`config.mk`:
```
export PLATFORM = sky130hd
export DESIGN_NAME = lsu_ctrl
export DESIGN_NICKNAME = d
export VERILOG_FILES = /design/src/rtl/lsu_ctrl.sv
export SDC_FILE = /design/constraint.sdc
export NUM_CORES = 1
export LEC_CHECK = 0
export CAP_MARGIN = 30
export CORE_MARGIN = 2
export CORE_UTILIZATION = 35
export DETAILED_ROUTE_END_ITERATION = 12
export PLACE_DENSITY = 0.67
export RECOVER_POWER = 25
export SYNTH_ARGS = -nofsm -noshare
export SYNTH_HDL_FRONTEND = slang
export SYNTH_SLANG_ARGS = --single-unit
```
`constraint.sdc`:
```
create_clock -name clk_i -period 4.76 [get_ports clk_i]
set_input_delay 0.952 -clock clk_i [delete_from_list [all_inputs] [get_ports clk_i]]
set_output_delay 0.952 -clock clk_i [all_outputs]
set_load 0.01 [all_outputs]
```
`src/rtl/lsu_ctrl.sv`:
```
// -----------------------------------------------------------------------------
// lsu_ctrl
// Load/store control stage between the execute stage and a byte-addressed data
// memory. It accepts one request at a time and computes base + offset. It
// rejects illegal, misaligned or out-of-range accesses before they reach
// memory. Legal accesses drive the memory port for one cycle, and every request
// returns exactly one response.
//
// Ports
//   clk_i             clock, rising edge
//   rst_i             asynchronous reset, active-high
//   req_valid_i       request present
//   req_ready_o       request can be accepted (high only in IDLE)
//   req_we_i          1 = store, 0 = load
//   req_funct3_i      RISC-V funct3 (LB/LH/LW/LBU/LHU, SB/SH/SW)
//   req_base_i        rs1 value
//   req_offset_i      sign-extended immediate
//   req_wdata_i       store data (rs2)
//   resp_valid_o      response present
//   resp_ready_i      consumer accepts the response
//   resp_rdata_o      load result; 0 for stores and errored requests
//   resp_err_o        misaligned, out-of-range or illegal funct3
//   mem_addr_o        memory byte address (registered)
//   mem_wdata_o       memory write data (registered)
//   mem_rw_o          memory write enable (ACCESS cycle of a store only)
//   mem_size_type_o   memory size/sign code: [1:0] 10=byte 01=half 00=word,
//                     [2]=sign-extend
//   mem_rdata_i       asynchronous memory read data
// -----------------------------------------------------------------------------
module lsu_ctrl #(
  parameter int AWIDTH    = 32,
  parameter int DWIDTH    = 32,
  parameter int MEM_BYTES = 256
) (
  input  logic              clk_i,
  input  logic              rst_i,
  input  logic              req_valid_i,
  output logic              req_ready_o,
  input  logic              req_we_i,
  input  logic [2:0]        req_funct3_i,
  input  logic [AWIDTH-1:0] req_base_i,
  input  logic [AWIDTH-1:0] req_offset_i,
  input  logic [DWIDTH-1:0] req_wdata_i,
  output logic              resp_valid_o,
  input  logic              resp_ready_i,
  output logic [DWIDTH-1:0] resp_rdata_o,
  output logic              resp_err_o,
  output logic [AWIDTH-1:0] mem_addr_o,
  output logic [DWIDTH-1:0] mem_wdata_o,
  output logic              mem_rw_o,
  output logic [2:0]        mem_size_type_o,
  input  logic [DWIDTH-1:0] mem_rdata_i
);

  typedef enum logic [1:0] {
    IDLE   = 2'd0,
    ACCESS = 2'd1,
    RESP   = 2'd2
  } state_e;

  state_e state_q, state_d;

  logic              we_q;
  logic [AWIDTH-1:0] mem_addr_q;
  logic [DWIDTH-1:0] mem_wdata_q;
  logic [2:0]        mem_size_q;
  logic [DWIDTH-1:0] resp_rdata_q;
  logic              resp_err_q;

  // Request decode
  logic [AWIDTH-1:0] eff_addr;
  logic [AWIDTH:0]   nbytes;
  logic [AWIDTH:0]   end_addr;
  logic [2:0]        size_code;
  logic              illegal;
  logic              misaligned;
  logic              out_of_range;
  logic              req_err;
  logic              accept;

  // Carry out of the address add is intentionally dropped.
  assign eff_addr = req_base_i + req_offset_i;

  always_comb begin
    size_code = 3'b000;
    nbytes    = '0;
    illegal   = 1'b0;
    case (req_funct3_i)
      3'b000: begin  // LB / SB
        size_code = req_we_i ? 3'b010 : 3'b110;
        nbytes    = (AWIDTH+1)'(1);
      end
      3'b001: begin  // LH / SH
        size_code = req_we_i ? 3'b001 : 3'b101;
        nbytes    = (AWIDTH+1)'(2);
      end
      3'b010: begin  // LW / SW
        size_code = 3'b000;
        nbytes    = (AWIDTH+1)'(4);
      end
      3'b100: begin  // LBU (no unsigned store exists)
        size_code = 3'b010;
        nbytes    = (AWIDTH+1)'(1);
        illegal   = req_we_i;
      end
      3'b101: begin  // LHU
        size_code = 3'b001;
        nbytes    = (AWIDTH+1)'(2);
        illegal   = req_we_i;
      end
      default: illegal = 1'b1;
    endcase
  end

  assign misaligned = ((nbytes == (AWIDTH+1)'(2)) && eff_addr[0]) ||
                      ((nbytes == (AWIDTH+1)'(4)) && (eff_addr[1:0] != 2'b00));

  // One extra bit so an access that wraps past 2^AWIDTH cannot pass.
  assign end_addr     = {1'b0, eff_addr} + nbytes;
  assign out_of_range = end_addr > (AWIDTH+1)'(MEM_BYTES);

  assign req_err = illegal | misaligned | out_of_range;
  assign accept  = req_valid_i & (state_q == IDLE);

  // State and datapath registers
  always_ff @(posedge clk_i or posedge rst_i) begin
    if (rst_i) begin
      state_q      <= IDLE;
      we_q         <= 1'b0;
      mem_addr_q   <= '0;
      mem_wdata_q  <= '0;
      mem_size_q   <= 3'b000;
      resp_rdata_q <= '0;
      resp_err_q   <= 1'b0;
    end else begin
      state_q <= state_d;
      if (accept) begin
        resp_err_q   <= req_err;
        resp_rdata_q <= '0;
        // The memory-side registers only change for accesses that reach
        // memory, so they hold their last values across rejected requests.
        if (!req_err) begin
          we_q        <= req_we_i;
          mem_addr_q  <= eff_addr;
          mem_wdata_q <= req_wdata_i;
          mem_size_q  <= size_code;
        end
      end
      // Memory applies the sign/zero extension; data is taken unchanged.
      if ((state_q == ACCESS) && !we_q) begin
        resp_rdata_q <= mem_rdata_i;
      end
    end
  end

  // Next state and state-decoded outputs. mem_rw and resp_valid come straight
  // from the state register so they drop the moment reset is asserted.
  always_comb begin
    state_d      = state_q;
    req_ready_o  = 1'b0;
    resp_valid_o = 1'b0;
    mem_rw_o     = 1'b0;
    case (state_q)
      IDLE: begin
        req_ready_o = 1'b1;
        if (req_valid_i) begin
          state_d = req_err ? RESP : ACCESS;
        end
      end
      ACCESS: begin
        mem_rw_o = we_q;
        state_d  = RESP;
      end
      RESP: begin
        resp_valid_o = 1'b1;
        if (resp_ready_i) begin
          state_d = IDLE;
        end
      end
      default: state_d = IDLE;
    endcase
  end

  assign mem_addr_o      = mem_addr_q;
  assign mem_wdata_o     = mem_wdata_q;
  assign mem_size_type_o = mem_size_q;
  assign resp_rdata_o    = resp_rdata_q;
  assign resp_err_o      = resp_err_q;

endmodule
```
==> impl_metrics.ini <==
[cells_and_area]
diodes = 0
register_area_mm2 = 0.00258
fillerInstances = 1459
postLayoutCellArea_mm2 = 0.0113
layout_commonest_cell = clkdlybuf4s50_1
mostFrequentLayoutCells = clkdlybuf4s50_1 (228), buf_4 (158), dfrtp_1 (103)
final_util_pct = 63.5
final_cells = 1250
nets = 1188
synthToLayoutAreaGrowth_pct = 79.9
multi_input_area_mm2 = 0.00426
layout-drive-gt1-share_pct = 32.1

[logic_synthesis]
synth_nets = 793
syn-cell-area_mm2 = 0.00630
syn_inst = 621
avgSynthCellArea_um2 = 10.2
synth-main-ff-cell = dfrtp_1
ys_ff_latch = 103
synth-edff-count = 0
ys_types = 67
ys_seq_area_share_pct = 40.9
yosysWarnings = 0
async_reset_ff_share_pct = 100

[global_route]
grt_max_degree = 62
grt_pass1_wl_mm = 33.7
grt_overflow = 0
antenna_found_initial = 0
grt_usage_pct = 21.5
first_global_vias = 6464

[worst_setup_path]
reg2reg_to = mem_wdata_o[13]
reg2reg_depth = 6
critPathCaptureType = flip-flop
critPathKind = input port to flip-flop
worst_setup_path_start_kind = input port
required_ns = 4.99
r2r_slack_ns = 2.73
arrival_ns = 5.09
r2r_start = state_q[0]
path_max_fanout = 8

[cts]
cts_tree = yes
insertion_delay_ns = 0.35
htreeDepth = 3
cts-root-buf = clkbuf_16
cts_inserted_buffers = 9
clk_pin_slew_worst_paths_ns = 0.07
cts_sinks = 103
cts_buffer_depth = 2

[die]
die-area_mm2 = 0.0191
die_h_um = 138
rows = 49
die_x_um = 138
core_area_mm2 = 0.0178
initial_core_util_pct = 35.3
io_pins = 239

[placement]
placedCellCount = 1210
post_dp_cell_area_mm2 = 0.0101
dpl_worst_slack_ns = -0.861
io_buffers = 238
gp_congestion = 0.876
dpl.hpwl_mm = 15.2

[flow_run]
cap_violations = 0

[power]
vdd_drop_max_mv = 0.191
total_power_mw = 2.45
p_leak_nw = 5.25
pwr_density_cell_mw_per_mm2 = 216

[timing]
tns_ns = -3.08
layout_setup_ws_ns = -0.0950
hold_viol = 0
min_period_ns = 4.85
setup_viol = 40
finalClockSkew_ns = 0.00599
period_share_pct = 102
whs_ns = 0.484
tightest_slew_ns = 1.48
slew_violations = 0
rsz0062_at_grt = yes
slew_headroom_pct = 1.61
fmax_mhz = 206

[route]
ant_nets = 0
via_per_inst = 5.15
first_pass_iters = 5
routedWlPerCell_um = 17.0
wl_mm = 21.2
drc = 0
first_iter_violations = 271
via_count = 6433

[min_path]
hp-start = mem_addr_o[28]
hold_end = mem_addr_o[28]
min_path_cells = 1
hold_class = flip-flop to flip-flop

[status]
status = finished, violations left
violations = negative setup slack
## synthesized netlist by cell type, drive strengths merged, types with 2 or more instances
master	instances	share of area, %
or4	2	0.24
a21boi	5	0.60
xnor2	14	1.9
a21o	15	1.8
mux2	45	8.0
or3	3	0.30
o21a	3	0.36
buf	9	0.69
nor4	8	1.0
nand3	14	1.1
and3	2	0.20
inv	13	0.77
a31oi	8	0.79
nor3	14	1.1
o221ai	2	0.28
clkbuf	18	1.1
dfrtp	103	41
nand2	36	2.1
and2	33	3.3
a22o	33	4.6
and4	4	0.56
a41oi	2	0.28
mux2i	8	1.3
a2111oi	8	1.2
a211o	4	0.56
nor3b	6	0.71
a21oi	40	3.2
xor2	10	1.4
ha	34	6.7
nor4b	2	0.52
o31ai	3	0.36
a221oi	3	0.52
nand2b	5	0.50
a211oi	6	0.79
nor2	32	1.9
o211a	2	0.32
o21ai	30	2.4
or2	2	0.20
nand4	13	1.5
fa	2	0.64
o211ai	2	0.24
nor2b	8	0.79
## worst max-delay path, stage by stage
cell and delay [ns]:
clkdlybuf4s50_1 0.45, ha_4 0.31, buf_4 0.14, and2_1 0.19
nand3_2 0.13, a21o_4 0.23, a211oi_2 0.26, o211ai_1 0.19
nor4_4 0.36, o2111ai_2 0.20, a2111oi_4 0.35, a31oi_2 0.09
nor4b_4 0.30, nand4_4 0.16, buf_12 0.19, buf_12 0.13
buf_16 0.15, mux2_4 0.30
## report_power, final
group / internal [mW] / switching, mW / total, mW
Sequential: 0.876 / 0.00233 / 0.878
Combinational: 0.456 / 0.396 / 0.851
Clock: 0.367 / 0.354 / 0.721
Total: 1.70 / 0.752 / 2.45
## kinds of logic (layout without fill, tap and decap cells)
kind of cell	count (synthesis)	after routing	share of synthesized area, %
muxes	53	53	9.31
AOI/OAI and AO/OA	174	174	19.4
and+or+nand+nor	191	191	17.1
buffers and inverters	40	440	2.54
DFF	103	103	40.9
adders and majority gates	36	36	7.38
xor gates and xnor gates	24	24	3.33
## metal layers
metal  wire length, um  track usage [%]  vias to the layer above  part of all wire (%)
li1                  -                -                     3117                     -
met1              9250             27.9                     3108                    44
met2             10700             36.8                      189                    50
met3              1010             4.57                       19                   4.8
met4               274             5.48                        0                   1.3
met5                 0                0                        -                     0
## layout make-up
type | instances | share of cell area [%]
tap | 229 | 2.53
inverter | 13 | 0.441
clock inverter | 7 | 0.541
multi-input combinational | 478 | 37.5
sequential | 103 | 22.7
timing repair buffer | 411 | 34.2
clock buffer | 9 | 1.99
## worst max path at each step
| stage | slack [ns] | endpoint | startpoint | cells past startpoint |
|---|---|---|---|---|
| 3_3_place_gp | -0.80 | mem_wdata_o[6] | req_base_i[0] | 17 |
| 6_report | -0.09 | mem_wdata_o[13] | req_base_i[7] | 18 |
| 4_1_cts | -0.25 | mem_addr_o[6] | req_offset_i[0] | 19 |
| 3_5_place_dp | -0.86 | mem_wdata_o[16] | req_base_i[0] | 17 |
| 2_1_floorplan | -0.01 | mem_addr_o[0] | req_base_i[0] | 16 |
| 5_1_grt | -0.28 | mem_addr_o[5] | req_base_i[9] | 18 |
## state kept, by name (all words and copies together), names as in the netlist
signal	count
mem_wdata_o	32
resp_err_o	1
resp_rdata_o	32
mem_size_type_o	3
state_q	2
we_q	1
mem_addr_o	32
## what timing repair did
action | in CTS | in global routing
resized for setup | 82 | 93
endpoints found under the setup margin | 71 | 71
pin swaps | 14 | 28
gates cloned | 6 | 0
setup buffers | 9 | 9
hold buffers | 0 | 0
No activity file was read; power rests on OpenSTA's default activity.
